[config.mk]
export PLATFORM = sky130hd
export DESIGN_NAME = alu_uart_sequencer
export DESIGN_NICKNAME = d
export VERILOG_FILES = /design/src/rtl/alu_uart_sequencer.sv
export SDC_FILE = /design/constraint.sdc
export NUM_CORES = 1
export LEC_CHECK = 0
export CAP_MARGIN = 20
export CORE_MARGIN = 1
export CORE_UTILIZATION = 50
export DETAILED_ROUTE_END_ITERATION = 8
export HOLD_SLACK_MARGIN = 0.02
export PLACE_DENSITY = 0.79
export SKIP_CTS_REPAIR_TIMING = 1
export SLEW_MARGIN = 20
export SYNTH_ARGS = -nofsm -noshare
export SYNTH_HDL_FRONTEND = slang
export SYNTH_SLANG_ARGS = --single-unit
[constraint.sdc]
create_clock -name i_clock -period 2 [get_ports i_clock]
set_clock_uncertainty 0.1 [all_clocks]
set_input_delay 0.2 -clock i_clock [delete_from_list [all_inputs] [get_ports i_clock]]
set_output_delay 0.2 -clock i_clock [all_outputs]
set_load 0.01 [all_outputs]
[src/rtl/alu_uart_sequencer.sv]
// Frame sequencer between a UART and a combinational ALU: it collects operand A,
// the opcode and operand B, launches one transmit of the ALU result and waits for TX completion.
module alu_uart_sequencer #(
    parameter int BUS_DATOS_ALU   = 8,
    parameter int BUS_SALIDA_ALU  = 8,
    parameter int CANT_BIT_OPCODE = 8,
    parameter int WIDTH_WORD_TOP  = 8,
    parameter int TIMEOUT_CYCLES  = 1145870
) (
    input  logic                       i_clock,
    input  logic                       i_reset,
    input  logic                       i_rx_done,
    input  logic [WIDTH_WORD_TOP-1:0]  i_rx_data,
    input  logic [BUS_SALIDA_ALU-1:0]  i_alu_result,
    input  logic                       i_tx_done,
    output logic [BUS_DATOS_ALU-1:0]   o_data_a,
    output logic [BUS_DATOS_ALU-1:0]   o_data_b,
    output logic [CANT_BIT_OPCODE-1:0] o_opcode,
    output logic [BUS_SALIDA_ALU-1:0]  o_tx_data,
    output logic                       o_tx_start,
    output logic                       o_busy,
    output logic                       o_timeout,
    output logic                       o_overrun
);

    localparam int                CNT_W    = $clog2(TIMEOUT_CYCLES);
    localparam logic [CNT_W-1:0] CNT_LAST = CNT_W'(TIMEOUT_CYCLES - 1);

    typedef enum logic [2:0] {
        ESPERA_A,
        ESPERA_OP,
        ESPERA_B,
        CALCULO,
        ESPERA_TX
    } state_t;

    state_t                     r_state, w_state_next;
    logic [CNT_W-1:0]           r_count, w_count_next;
    logic [BUS_DATOS_ALU-1:0]   r_data_a, w_data_a_next;
    logic [BUS_DATOS_ALU-1:0]   r_data_b, w_data_b_next;
    logic [CANT_BIT_OPCODE-1:0] r_opcode, w_opcode_next;
    logic [BUS_SALIDA_ALU-1:0]  r_tx_data, w_tx_data_next;
    logic                       r_tx_start, w_tx_start_next;
    logic                       r_timeout, w_timeout_next;
    logic                       r_overrun, w_overrun_next;

    // NOTE: every signal gets its default first so no path through the case below infers a latch.
    always_comb begin
        w_state_next    = r_state;
        w_count_next    = '0;
        w_data_a_next   = r_data_a;
        w_data_b_next   = r_data_b;
        w_opcode_next   = r_opcode;
        w_tx_data_next  = r_tx_data;
        w_tx_start_next = 1'b0;
        w_timeout_next  = 1'b0;
        w_overrun_next  = r_overrun;

        case (r_state)
            ESPERA_A: begin
                if (i_rx_done) begin
                    w_data_a_next  = i_rx_data[BUS_DATOS_ALU-1:0];
                    w_overrun_next = 1'b0;
                    w_state_next   = ESPERA_OP;
                end
            end
            ESPERA_OP: begin
                if (i_rx_done) begin
                    w_opcode_next = i_rx_data[CANT_BIT_OPCODE-1:0];
                    w_state_next  = ESPERA_B;
                end else if (r_count == CNT_LAST) begin
                    w_timeout_next = 1'b1;
                    w_state_next   = ESPERA_A;
                end else begin
                    w_count_next = r_count + 1'b1;
                end
            end
            ESPERA_B: begin
                if (i_rx_done) begin
                    w_data_b_next = i_rx_data[BUS_DATOS_ALU-1:0];
                    w_state_next  = CALCULO;
                end else if (r_count == CNT_LAST) begin
                    w_timeout_next = 1'b1;
                    w_state_next   = ESPERA_A;
                end else begin
                    w_count_next = r_count + 1'b1;
                end
            end
            CALCULO: begin
                // Operands settled last edge, so the ALU output is stable here.
                w_tx_data_next  = i_alu_result;
                w_tx_start_next = 1'b1;
                w_overrun_next  = r_overrun | i_rx_done;
                w_state_next    = ESPERA_TX;
            end
            ESPERA_TX: begin
                w_overrun_next = r_overrun | i_rx_done;
                if (i_tx_done) begin
                    w_state_next = ESPERA_A;
                end
            end
            default: w_state_next = ESPERA_A;
        endcase
    end

    // NOTE: sequential state uses non-blocking assignments so every register samples pre-edge values.
    always_ff @(posedge i_clock) begin
        if (i_reset) begin
            r_state    <= ESPERA_A;
            r_count    <= '0;
            r_data_a   <= '0;
            r_data_b   <= '0;
            r_opcode   <= '0;
            r_tx_data  <= '0;
            r_tx_start <= 1'b0;
            r_timeout  <= 1'b0;
            r_overrun  <= 1'b0;
        end else begin
            r_state    <= w_state_next;
            r_count    <= w_count_next;
            r_data_a   <= w_data_a_next;
            r_data_b   <= w_data_b_next;
            r_opcode   <= w_opcode_next;
            r_tx_data  <= w_tx_data_next;
            r_tx_start <= w_tx_start_next;
            r_timeout  <= w_timeout_next;
            r_overrun  <= w_overrun_next;
        end
    end

    assign o_data_a   = r_data_a;
    assign o_data_b   = r_data_b;
    assign o_opcode   = r_opcode;
    assign o_tx_data  = r_tx_data;
    assign o_tx_start = r_tx_start;
    assign o_timeout  = r_timeout;
    assign o_overrun  = r_overrun;
    assign o_busy     = (r_state == CALCULO) || (r_state == ESPERA_TX);

endmodule

==> reports/metrics.cfg <==
[run_status]
status = finished clean

[synth]
synth_cell_type_count = 47
synth-compound-area-share_pct = 8.33
synthMuxAreaShare_pct = 7.19
synth-xor-area-share_pct = 5.21
synth_top_family_by_area = simple AND/OR/NAND/NOR gates
synth_nets = 295
syn_area_um2 = 2520
synth_top_area_cell = dfxtp_1
synth.avg_cell_area_um2 = 9.24
synthFlopType = dfxtp_1
yosys_warnings = 0
postSynthCellCount = 273
synth-edff-count = 0
ys_seq_area_share_pct = 46.8
synthAdderAreaFrac_pct = 0.992
synth_top_area_share_pct = 46.8
synth-simple-area-share_pct = 28.0
synthArstFlopShare_pct = 0
synth_area_leaders = dfxtp_1, mux2i_1, nor2_1, nand2_1, a21oi_1
ys_ff_latch = 59

[cts]
tritoncts = done
cts_buffer_depth = 2
insertion_delay_ns = 0.33
cts-root-buf = clkbuf_8
clk_pin_slew_ns = 0.07
cts_inserted_buffers = 9
clock-sinks = 59
ctsHtreeMaxLevel = 3

[critical_path]
r2r_start = r_count[0]$_SDFF_PP0_
arrival_ns = 1.82
worstSetupPathType = reg2reg
worst_setup_path_start_kind = flip-flop
timing.rr.end = r_count[2]$_SDFF_PP0_
worstPathRequired_ns = 2.12
worstRegToRegCells = 6
reg2reg_slack_ns = 0.30
cp_max_fo = 18
worstSetupEndpointType = flip-flop

[sta]
worst_slack_ns = 0.301
tightest_slew_ns = 0.365
fmax_ghz = 0.589
post-route-min-period_ns = 1.70
rsz0062_at_grt = false
finalSetupViolations = 0
slew_headroom_pct = 75.5
finalCritPeriodShare_pct = 84.9
tns_ns = 0
drv_slew = 0
hold_violations = 0

[routing]
avgRoutedWirePerCell_um = 13.6
wl_um = 5530
drt_iter0_drc = 142
via_count = 2124
vias_per_cell = 5.23
drc = 0
drtPass1Iterations = 4
antenna_left = 0

[floorplanning]
die_h_um = 73.0
die_area_um2 = 5330
initial_core_util_pct = 52.7
ios = 56
coreArea_um2 = 4790
rows = 25
die_w_um = 73.0

[pwr]
peakVddDrop_mv = 0.451
cellPowerDensity_nw_per_um2 = 796
p_leak_nw = 1.25
total_power_mw = 2.71

[global_route]
grt_max_degree = 37
grt.overflow.total = 0
grt_pass1_wl_um = 9070
grt_usage_pct = 22.6
grt_pass1_vias = 2014
grt_antenna_before_repair = 0

[min_path]
worstHoldEndpoint = o_tx_data[1]$_SDFFE_PP0P_
hold_start = i_alu_result[1]
hold_depth = 3
hold_class = in2reg

[placed_design]
dp_hpwl_um = 3860
place_ws_ns = 0.220
port-buffer-count = 55
place_congestion = 0.796

[finish]
nets = 356
diodes = 0
drive_gt1_share_pct = 11.8
layout_common_cells = dfxtp_1, clkdlybuf4s50_1, nor2_1, nand2_1
area_growth_pct = 34.9
final_util_pct = 71.1
nFillCells = 374
final_common_cell = dfxtp_1

[run]
cap_violations = 0

[stage by stage]
step | instances | hold slack, ns | area, um2
finish | 406 | 0.336 | 3400
global route | 406 | 0.328 | 3400
CTS | 406 | 0.333 | 3400
detailed placement | 390 | 0.347 | 3170
global placement | 390 | 0.340 | 3170
floorplan | 273 | 0.236 | 2520
[worst max path at each step]
stage | end | from | cells after the start
2_1_floorplan | r_count[19]$_SDFF_PP0_ | r_count[2]$_SDFF_PP0_ | 5
3_3_place_gp | o_opcode[0]$_SDFFE_PP0P_ | i_rx_done | 6
3_5_place_dp | o_opcode[4]$_SDFFE_PP0P_ | i_rx_done | 6
4_1_cts | o_busy | r_state[0]$_SDFFE_PP0P_ | 3
5_1_grt | r_count[11]$_SDFF_PP0_ | r_count[0]$_SDFF_PP0_ | 6
6_report | r_count[2]$_SDFF_PP0_ | r_count[0]$_SDFF_PP0_ | 6
[cells in the mapped netlist (all sizes together), types with 5 or more instances]
cell    instances
dfxtp          59
nor2           40
nand2          28
a21oi          18
mux2i          17
nand3          16
nand4          12
xor2            9
buf             8
clkbuf          8
o21ai           6
xnor2           6
nor4            5
[cell type report]
cell class                      count  area [um2]  share of cell area (%)
Multi-Input combinational cell    196        1250                    36.8
Sequential cell                    59        1180                    34.7
Tap cell                           67        83.8                    2.46
Clock inverter                      4        72.6                    2.13
Inverter                            2        7.51                   0.221
Clock buffer                       12         155                    4.56
Timing Repair Buffer               66         648                    19.0
[cells by family (layout without fill, tap and decap cells)]
kind of cell,Yosys count,count (layout)
adders and majority gates,2,2
muxes,18,18
buffers and inverters,18,84
and+or+nand+nor,129,129
AOI/OAI and AO/OA,32,32
xor gates and xnor gates,15,15
DFF,59,59
[state kept, by name (all words and copies together), names as in the netlist]
signal	count
o_overrun	1
o_tx_start	1
o_tx_data	8
r_state	3
o_data_b	8
r_count	21
o_opcode	8
o_timeout	1
o_data_a	8
[layer usage]
metal,track usage [%],up-vias,wire [um],share of wire [%]
li1,-,1070,-,-
met1,28.2,1007,2530,46
met2,34.9,37,2640,48
met3,7.46,10,245,4.4
met4,10.9,0,119,2.2
met5,0,-,0,0
[worst max-delay path, cell delays in order, from the launching register on]
cell and delay, ns:
dfxtp_1 0.41, ha_1 0.21, nor4b_1 0.24, nand4_1 0.21
o21ai_4 0.19, buf_12 0.16, nor2_1 0.06
[power by group]
group | switching, mW | internal [mW] | total (mW)
registers | 0.0225 | 1.21 | 1.23
clock network | 0.464 | 0.768 | 1.23
logic | 0.115 | 0.133 | 0.248
(Power assumes the default switching activity.)
